$ cat src/rtl/sargantana_itag_ctrl_pkg.sv
// sargantana_icache_pkg: shared I-cache tag controller types, sizes and helpers.
package sargantana_icache_pkg;
    localparam int ICACHE_N_WAY = 4;
    localparam int TAG_DEPTH = 64;
    localparam int TAG_ADDR_WIDHT = $clog2(TAG_DEPTH);
    localparam int TAG_WIDHT = 20;
    localparam int WAY_IDX_W = $clog2(ICACHE_N_WAY);

    typedef enum logic [2:0] {IDLE, COMPARE, MISS, WRITE, FLUSH} itag_state_t;
    typedef logic [ICACHE_N_WAY-1:0] way_oh_t;
    typedef logic [WAY_IDX_W-1:0] way_idx_t;
    typedef logic [TAG_WIDHT-1:0] tag_t;
    typedef logic [TAG_ADDR_WIDHT-1:0] tag_addr_t;

    function automatic way_oh_t lowest_set(way_oh_t v);
        return v & (~v + way_oh_t'(1));
    endfunction
endpackage

$ cat src/rtl/sargantana_itag_ctrl_if.sv
// sargantana_itag_ctrl_if: bus between the tag controller (master) and the tag SRAM (slave).
interface sargantana_itag_ctrl_if;
    import sargantana_icache_pkg::*;
    way_oh_t tag_req_o;
    logic tag_we_o;
    logic tag_vbit_o;
    logic tag_flush_o;
    tag_t tag_data_o;
    tag_addr_t tag_addr_o;
    logic [ICACHE_N_WAY-1:0][TAG_WIDHT-1:0] tag_way_i;
    way_oh_t tag_vbit_i;

    modport master (
        output tag_req_o, tag_we_o, tag_vbit_o, tag_flush_o, tag_data_o, tag_addr_o,
        input  tag_way_i, tag_vbit_i
    );
    modport slave (
        input  tag_req_o, tag_we_o, tag_vbit_o, tag_flush_o, tag_data_o, tag_addr_o,
        output tag_way_i, tag_vbit_i
    );
endinterface

$ cat src/rtl/sargantana_itag_victim_sel.sv
// sargantana_itag_victim_sel: first invalid way, else the round-robin way.
module sargantana_itag_victim_sel
    import sargantana_icache_pkg::*;
(
    input  way_oh_t  vbit_i,
    input  way_idx_t ptr_i,
    output way_oh_t  victim_o,
    output logic     used_rr_o
);
    always_comb begin
        used_rr_o = &vbit_i;
        victim_o = used_rr_o ? way_oh_t'(1) << ptr_i : lowest_set(~vbit_i);
    end
endmodule

$ cat src/rtl/sargantana_itag_ctrl.sv
// sargantana_itag_ctrl: I-cache tag lookup, victim selection, refill tag write and flush.
module sargantana_itag_ctrl
    import sargantana_icache_pkg::*;
(
    input  logic      clk_i,
    input  logic      rstn_i,
    input  logic      lookup_valid_i,
    output logic      lookup_ready_o,
    input  tag_addr_t lookup_idx_i,
    input  tag_t      lookup_tag_i,
    output logic      resp_valid_o,
    output logic      resp_hit_o,
    output way_oh_t   resp_way_o,
    input  logic      refill_valid_i,
    output logic      refill_done_o,
    input  logic      flush_i,
    sargantana_itag_ctrl_if.master tag_mem
);
    itag_state_t state_q, state_d;
    tag_addr_t idx_q, idx_d;
    tag_t tag_q, tag_d;
    way_oh_t victim_q, victim_d;
    logic rr_q, rr_d;
    way_idx_t ptr_q, ptr_d;
    way_oh_t hit_vec, victim;
    logic used_rr, accept, write;

    sargantana_itag_victim_sel u_victim (
        .vbit_i   (tag_mem.tag_vbit_i),
        .ptr_i    (ptr_q),
        .victim_o (victim),
        .used_rr_o(used_rr)
    );

    always_ff @(posedge clk_i or negedge rstn_i) begin
        if (!rstn_i) begin
            state_q  <= IDLE;
            idx_q    <= '0;
            tag_q    <= '0;
            victim_q <= '0;
            rr_q     <= 1'b0;
            ptr_q    <= '0;
        end else begin
            state_q  <= state_d;
            idx_q    <= idx_d;
            tag_q    <= tag_d;
            victim_q <= victim_d;
            rr_q     <= rr_d;
            ptr_q    <= ptr_d;
        end
    end

    always_comb begin
        hit_vec = '0;
        for (int w = 0; w < ICACHE_N_WAY; w++)
            hit_vec[w] = tag_mem.tag_vbit_i[w] & (tag_mem.tag_way_i[w] == tag_q);
        case (state_q)
            IDLE:    state_d = lookup_valid_i ? COMPARE : IDLE;
            COMPARE: state_d = |hit_vec ? IDLE : MISS;
            MISS:    state_d = refill_valid_i ? WRITE : MISS;
            default: state_d = IDLE;
        endcase
        if (flush_i) state_d = FLUSH;
        idx_d    = accept ? lookup_idx_i : idx_q;
        tag_d    = accept ? lookup_tag_i : tag_q;
        victim_d = state_q == COMPARE ? victim : victim_q;
        rr_d     = state_q == COMPARE ? used_rr : rr_q;
        // Pointer only advances when the round-robin way was actually consumed
        ptr_d    = state_q == FLUSH ? '0 : (write & rr_q) ? ptr_q + way_idx_t'(1) : ptr_q;
    end

    always_comb begin
        lookup_ready_o      = state_q == IDLE & !flush_i;
        accept              = lookup_valid_i & lookup_ready_o;
        write               = state_q == WRITE & !flush_i;
        resp_valid_o        = state_q == COMPARE & !flush_i;
        resp_hit_o          = resp_valid_o & |hit_vec;
        resp_way_o          = !resp_valid_o ? '0 : |hit_vec ? lowest_set(hit_vec) : victim;
        refill_done_o       = write;
        tag_mem.tag_req_o   = accept ? '1 : write ? victim_q : '0;
        tag_mem.tag_we_o    = write;
        tag_mem.tag_vbit_o  = write;
        tag_mem.tag_flush_o = state_q == FLUSH;
        tag_mem.tag_data_o  = write ? tag_q : '0;
        tag_mem.tag_addr_o  = accept ? lookup_idx_i : write ? idx_q : '0;
    end
endmodule
$ cat src/flat_wrapper.sv
// flat-port wrapper written by rule: the top's interface ports become plain ports
module sargantana_itag_ctrl_flat import sargantana_icache_pkg::*;
  (clk_i, rstn_i, lookup_valid_i, lookup_ready_o, lookup_idx_i, lookup_tag_i, resp_valid_o, resp_hit_o, resp_way_o, refill_valid_i, refill_done_o, flush_i, tag_mem_tag_req_o, tag_mem_tag_we_o, tag_mem_tag_vbit_o, tag_mem_tag_flush_o, tag_mem_tag_data_o, tag_mem_tag_addr_o, tag_mem_tag_way_i, tag_mem_tag_vbit_i);
  sargantana_itag_ctrl_if tag_mem_i ();
  input  logic clk_i;
  input  logic rstn_i;
  input  logic lookup_valid_i;
  output logic lookup_ready_o;
  input  tag_addr_t lookup_idx_i;
  input  tag_t lookup_tag_i;
  output logic resp_valid_o;
  output logic resp_hit_o;
  output way_oh_t resp_way_o;
  input  logic refill_valid_i;
  output logic refill_done_o;
  input  logic flush_i;
  output wire logic [$bits(tag_mem_i.tag_req_o)-1:0] tag_mem_tag_req_o;
  output wire logic [$bits(tag_mem_i.tag_we_o)-1:0] tag_mem_tag_we_o;
  output wire logic [$bits(tag_mem_i.tag_vbit_o)-1:0] tag_mem_tag_vbit_o;
  output wire logic [$bits(tag_mem_i.tag_flush_o)-1:0] tag_mem_tag_flush_o;
  output wire logic [$bits(tag_mem_i.tag_data_o)-1:0] tag_mem_tag_data_o;
  output wire logic [$bits(tag_mem_i.tag_addr_o)-1:0] tag_mem_tag_addr_o;
  input wire logic [$bits(tag_mem_i.tag_way_i)-1:0] tag_mem_tag_way_i;
  input wire logic [$bits(tag_mem_i.tag_vbit_i)-1:0] tag_mem_tag_vbit_i;
  assign tag_mem_tag_req_o = tag_mem_i.tag_req_o;
  assign tag_mem_tag_we_o = tag_mem_i.tag_we_o;
  assign tag_mem_tag_vbit_o = tag_mem_i.tag_vbit_o;
  assign tag_mem_tag_flush_o = tag_mem_i.tag_flush_o;
  assign tag_mem_tag_data_o = tag_mem_i.tag_data_o;
  assign tag_mem_tag_addr_o = tag_mem_i.tag_addr_o;
  assign tag_mem_i.tag_way_i = tag_mem_tag_way_i;
  assign tag_mem_i.tag_vbit_i = tag_mem_tag_vbit_i;
  sargantana_itag_ctrl u_core (.clk_i(clk_i), .rstn_i(rstn_i), .lookup_valid_i(lookup_valid_i), .lookup_ready_o(lookup_ready_o), .lookup_idx_i(lookup_idx_i), .lookup_tag_i(lookup_tag_i), .resp_valid_o(resp_valid_o), .resp_hit_o(resp_hit_o), .resp_way_o(resp_way_o), .refill_valid_i(refill_valid_i), .refill_done_o(refill_done_o), .flush_i(flush_i), .tag_mem(tag_mem_i));
endmodule
$ cat config.mk
export PLATFORM = sky130hd
export DESIGN_NAME = sargantana_itag_ctrl_flat
export DESIGN_NICKNAME = d
export VERILOG_FILES = /design/src/rtl/sargantana_itag_ctrl_pkg.sv /design/src/rtl/sargantana_itag_ctrl_if.sv /design/src/rtl/sargantana_itag_victim_sel.sv /design/src/rtl/sargantana_itag_ctrl.sv /design/src/flat_wrapper.sv
export SDC_FILE = /design/constraint.sdc
export NUM_CORES = 1
export LEC_CHECK = 0
export ABC_AREA = 0
export CORE_ASPECT_RATIO = 0.7
export CORE_UTILIZATION = 43
export DETAILED_ROUTE_END_ITERATION = 8
export PLACE_DENSITY_LB_ADDON = 0.1
export RECOVER_POWER = 100
export SETUP_SLACK_MARGIN = 0.02
export SLEW_MARGIN = 20
export SYNTH_ARGS = -nofsm -noshare
export SYNTH_HDL_FRONTEND = slang
export SYNTH_SLANG_ARGS = --single-unit
export TNS_END_PERCENT = 30
$ cat constraint.sdc
create_clock -name clk_i -period 4.4 [get_ports clk_i]
set_clock_uncertainty 0.2 [all_clocks]
set_input_delay 0.88 -clock clk_i [delete_from_list [all_inputs] [get_ports clk_i]]
set_output_delay 0.88 -clock clk_i [all_outputs]
set_load 0.01 [all_outputs]
### Word-level counts from Yosys, hierarchy flattened

Cells that the tools add are included.
W data, S select, Z words.

* logic and storage cells: 53
* output and inout port bits: 41
* bits in registers: 36
* input port bits: 115

* multiplexer cells: 15
* shifts and indexed selects: 1
* $add $sub $neg: 3
* equal/unequal tests: 8
* bitwise gates (word level): 15
* reductions and logical operators: 5

Operators by type and width (number)
* $eq A20 B20 Y1: 4
* $mux W20: 1
* $mux W4: 5
* $mux W6: 2
* $not A4 Y4: 3
* $and A1 B1 Y1: 10
* $pmux W3 S3: 1
* $add A4 B1 Y4 const B: 2
* $and A4 B4 Y4: 2
* $eq A3 B2 Y1 const B: 2
* $mux W2: 3
* $reduce_and A4 Y1: 1
* $reduce_or A4 Y1: 1
* $shl A1 B2 Y4 const A: 1
* $eq A3 B1 Y1 const B: 1
* $eq A3 B3 Y1 const B: 1
* $logic_not A3 Y1: 1
* $mux W3: 1
* $add A2 B1 Y2 const B: 1
* $mux W1: 2
* $reduce_bool A2 Y1: 1
* $logic_not A1 Y1: 1

### Logic depth before layout (Yosys ltp)

* depth in word-level cells: 7
* gate-level depth with buffers: 7
* gate-level depth less buffers: 6

### Hierarchy

Synthesis repeated with hierarchy kept, for this count alone.

* cells, all modules: 367
* area, all modules: 3024.2 um^2

Modules (own cells, without submodules)
* sargantana_itag_ctrl: sequential area each 900.9 um^2, cells each 355, area an instance 2950.3 um^2, instances 1
* sargantana_itag_victim_sel: sequential area each 0.0 um^2, cells each 12, area an instance 73.8 um^2, instances 1

### Least setup slack after synthesis

No wires, ideal clock.

* path type: input to output
* start point: input port tag_mem_tag_way_i[75]
* end point: output port resp_way_o[3]
* setup slack: 1446 ps
* path buffers: 0
* cell stages on the path: 5
* arrival time: 1874 ps
* data required time: 3320 ps
* path through: xnor2_1 > nand4_1 > nor4_2 > nand4_2 > a211oi_2

* longest elaborated chain between the ends: 7

RTL lines
* start: declaration: RTL line flat_wrapper.sv:23 `input wire logic [$bits(tag_mem_i.tag_way_i)-1:0] tag_mem_tag_way_i;`
* $eq A20 B20 Y1 (*): RTL line sargantana_itag_ctrl.sv:56 `hit_vec[w] = tag_mem.tag_vbit_i[w] & (tag_mem.tag_way_i[w] == tag_q);`
* $and A1 B1 Y1 (*): RTL line sargantana_itag_ctrl.sv:56
* $not A4 Y4: RTL line sargantana_itag_ctrl_pkg.sv:16 `return v & (~v + way_oh_t'(1));`
* $add A4 B1 Y4: RTL line sargantana_itag_ctrl_pkg.sv:16
* $and A4 B4 Y4: RTL line sargantana_itag_ctrl_pkg.sv:16
* $mux W4 (*) (2 in a row): RTL line sargantana_itag_ctrl.sv:78 `resp_way_o = !resp_valid_o ? '0 : |hit_vec ? lowest_set(hit_vec) : victim;`
* end: declaration: RTL line flat_wrapper.sv:13 `output way_oh_t resp_way_o;`

Mark *: on every way between the ends. The rest lies on a longest branch, timed or not.

### Worst setup path in the final report

* start point: input port tag_mem_tag_way_i[58]
* end point: output port resp_hit_o

* longest elaborated chain between the ends: 4

RTL lines
* $eq A20 B20 Y1: RTL line sargantana_itag_ctrl.sv:56
* $and A1 B1 Y1: RTL line sargantana_itag_ctrl.sv:56
* $reduce_or A4 Y1: RTL line sargantana_itag_ctrl.sv:77 `resp_hit_o = resp_valid_o & |hit_vec;`
* $and A1 B1 Y1: RTL line sargantana_itag_ctrl.sv:77
* end: declaration: RTL line flat_wrapper.sv:12 `output logic resp_hit_o;`

Every way passes these cells.

==> impl_metrics.ini <==
[pwr]
sequentialPowerShare = 0.448
power_switching_mw = 0.373
switching_share = 0.334
leakage_nw = 1.88
power.share.clock = 0.220
p_per_area_mw_per_mm2 = 252
comb_power_share = 0.332
ir_worst_vdd_uv = 158
internal-power_mw = 0.746

[die]
io_pins = 156
die-width_um = 99.6
core_mm2 = 0.00634
die_y_um = 70.3
initial_core_util = 0.453
dieArea_mm2 = 0.00701
rows = 24

[critical_path]
r2r_setup_slack_ns = 1.98
cp-endpoint = resp_hit_o
cp.required_ns = 3.32
end_kind = output port
crit_arrival_ns = 3.16
r2r_start = u_core.state_q[1]$_DFF_PN0_
start_kind = primary input
worstPathMaxFanout = 5
critical_path_class = primary input to output port
startpoint = tag_mem_tag_way_i[58]
ff2ff_path_depth = 5
reg2reg_to = u_core.tag_q[18]$_DFFE_PN0P_

[clock_network]
clkTransAtPathRegs_ns = 0.07
htreeDepth = 2
cts_buffers = 5
clock_latency_ns = 0.28
cts_tree = yes
cts_hold_buf = 0
cts.sink_count = 36
clockRootBuffer = clkbuf_8
cts.path.max_buffers = 2

[yosys]
synth_fp_nets = 471
synthTopCellsByArea = dfrtp_1, xnor2_1, nand2_1
yosysUniqueCellTypes = 34
synth_top_area_frac = 0.314
syn-cell-area_mm2 = 0.00287
synth_top_cell_by_area = dfrtp_1
netlist_instances = 352
ys_seq_elements = 36
syn_area_per_cell_um2 = 8.15
synth.yosys.seq_area_share = 0.314
yosys_warnings = 0

[routing]
via_per_inst = 4.83
wire_per_inst_um = 16.0
finalWirelength_um = 9260
drt_iter0_drc = 76
dr.pass1.iters = 4
drc = 0
vias = 2796
ant_nets = 0

[layout]
synthToLayoutAreaGrowth_pct = 54.8
layout-drive-gt1-share = 0.0430
finalInstanceArea_mm2 = 0.00444
final_common_cell = clkdlybuf4s50_1
fillerInstances = 566
nNetsFinal = 606
final_cell_mix = clkdlybuf4s50_1, nand2_1, xnor2_1
final_util = 0.701
antennaDiodeCount = 0

[sta]
max_slew_margin = -0.330
hold_viol = 0
drv_slew = 37
finalSetupViolCount = 0
worst_slew_pin_slew_ns = 2.00
fin_crit_sh = 0.963
min_period_ns = 4.24
rsz0062_at_grt = no
clock.fmax_mhz = 236

[run_status]
outcome = finished with violations
violations = max-capacitance violations, max-slew violations

[placement]
portBuffers = 155
gp_congestion = 0.860
hpwl_um = 7400
dpl_cell_area_mm2 = 0.00436

[grt]
grt_max_degree = 37
grt_use_total = 0.278
grt_pass1_wl_um = 14800
antenna_found_initial = 0
globalRouteOverflowTotal = 0
grt_pass1_vias = 2902

[hold_path]
hold_path.class = flip-flop to flip-flop

[job]
drv_cap = 1
-- per-stage QoR --
step / cells / TNS, ns / hold slack [ns] / worst slack (ns) / total power [mW]
detailed placement: 571 / -0.0131 / 0.265 / -0.00716 / 0.880
global placement: 571 / 0 / 0.258 / 0.0736 / 0.869
CTS: 579 / 0 / 0.284 / 0.105 / 1.13
floorplan: 352 / 0 / 0.246 / 1.45 / 0.728
finish: 579 / 0 / 0.278 / 0.163 / 1.12
global route: 579 / 0 / 0.311 / 0.0864 / 1.19
-- state kept, by name, summed over array words and instances, names as in the netlist --
name             count
u_core.victim_q      4
u_core.idx_q         6
u_core.state_q       3
u_core.ptr_q         2
u_core.tag_q        20
u_core.rr_q          1
-- synthesized netlist by cell type --
master    instances
a211oi_2          1
dfrtp_1          36
nor2b_1           1
xnor2_1          64
nor3_1            2
clkbuf_1          5
nor4_1            6
and2_1           20
o21a_1            1
inv_1             4
nand3_2           1
nor2_4            1
buf_6             6
nand3_1           6
a21boi_1          1
mux2i_1           1
and2_2            1
nor3b_1           1
xor2_1           16
buf_2            14
or3b_1            1
nor2_1            1
mux2_2            2
nand4_2           2
nand2_1         115
nand2_2           1
nand4_1          18
o21ai_0           3
buf_4             7
a21oi_1           5
o21ai_1           1
ha_1              4
xnor2_2           1
nor4_2            3
-- metal layers --
layer	part of all wire	global-route usage	vias up
li1	-	-	1380
met4	0.017	0.0703	0
met1	0.45	0.364	1295
met2	0.47	0.461	106
met5	0	0	-
met3	0.069	0.0691	15
-- power groups by stage --
stage               clock [mW]  combinational [mW]  sequential [mW]
finish                   0.246               0.372            0.502
global route             0.265               0.412            0.513
CTS                      0.253               0.377            0.501
detailed placement           0               0.373            0.508
global placement             0               0.363            0.506
floorplan                    0               0.320            0.408
-- worst max-delay path, cell delays in order --
cell	delay (ns)
clkdlybuf4s50_1	0.48
xnor2_1	0.13
nand4_1	0.18
nor4_2	0.41
nand4_2	0.22
nand2_2	0.13
o21a_1	0.12
dlygate4sd3_1	0.60
-- layout make-up --
type	instances	area, µm²	share of cell area
Clock inverter	1	7.51	0.00169
Tap cell	91	114	0.0256
Timing Repair Buffer	160	1570	0.352
Sequential cell	36	901	0.203
Clock buffer	7	86.3	0.0194
Multi-Input combinational cell	280	1750	0.394
Inverter	4	15.0	0.00338
-- cells by family (layout without fill, tap and decap cells) --
family | Yosys count | count (layout) | synth area share
xor+xnor | 81 | 81 | 0.250
buf+inv | 36 | 172 | 0.0781
fa+ha+maj | 4 | 4 | 0.0175
compound gates | 12 | 12 | 0.0253
flops | 36 | 36 | 0.314
simple gates | 180 | 180 | 0.304
mux | 3 | 3 | 0.0113
-- what timing repair did --
action / 4_1_cts / 5_1_grt
pin swaps: 0 / 3
resized for setup: 1 / 1
endpoints found under the setup margin: 2 / 2
buffers inserted: 0 / 0
cloned: 0 / 0
-- worst min path at each step --
stage | cells after the start | start | slack (ns) | end
after CTS | 2 | u_core.idx_q[0]$_DFFE_PN0P_ | 0.28 | u_core.idx_q[0]$_DFFE_PN0P_
after global placement | 2 | u_core.idx_q[1]$_DFFE_PN0P_ | 0.26 | u_core.idx_q[1]$_DFFE_PN0P_
after global routing | 2 | u_core.idx_q[0]$_DFFE_PN0P_ | 0.31 | u_core.idx_q[0]$_DFFE_PN0P_
after detailed placement | 2 | u_core.idx_q[0]$_DFFE_PN0P_ | 0.26 | u_core.idx_q[0]$_DFFE_PN0P_
final | 2 | u_core.idx_q[0]$_DFFE_PN0P_ | 0.28 | u_core.idx_q[0]$_DFFE_PN0P_
after floorplan | 2 | u_core.idx_q[0]$_DFFE_PN0P_ | 0.25 | u_core.idx_q[0]$_DFFE_PN0P_
Note: power is estimated with default switching activity, not from simulation.
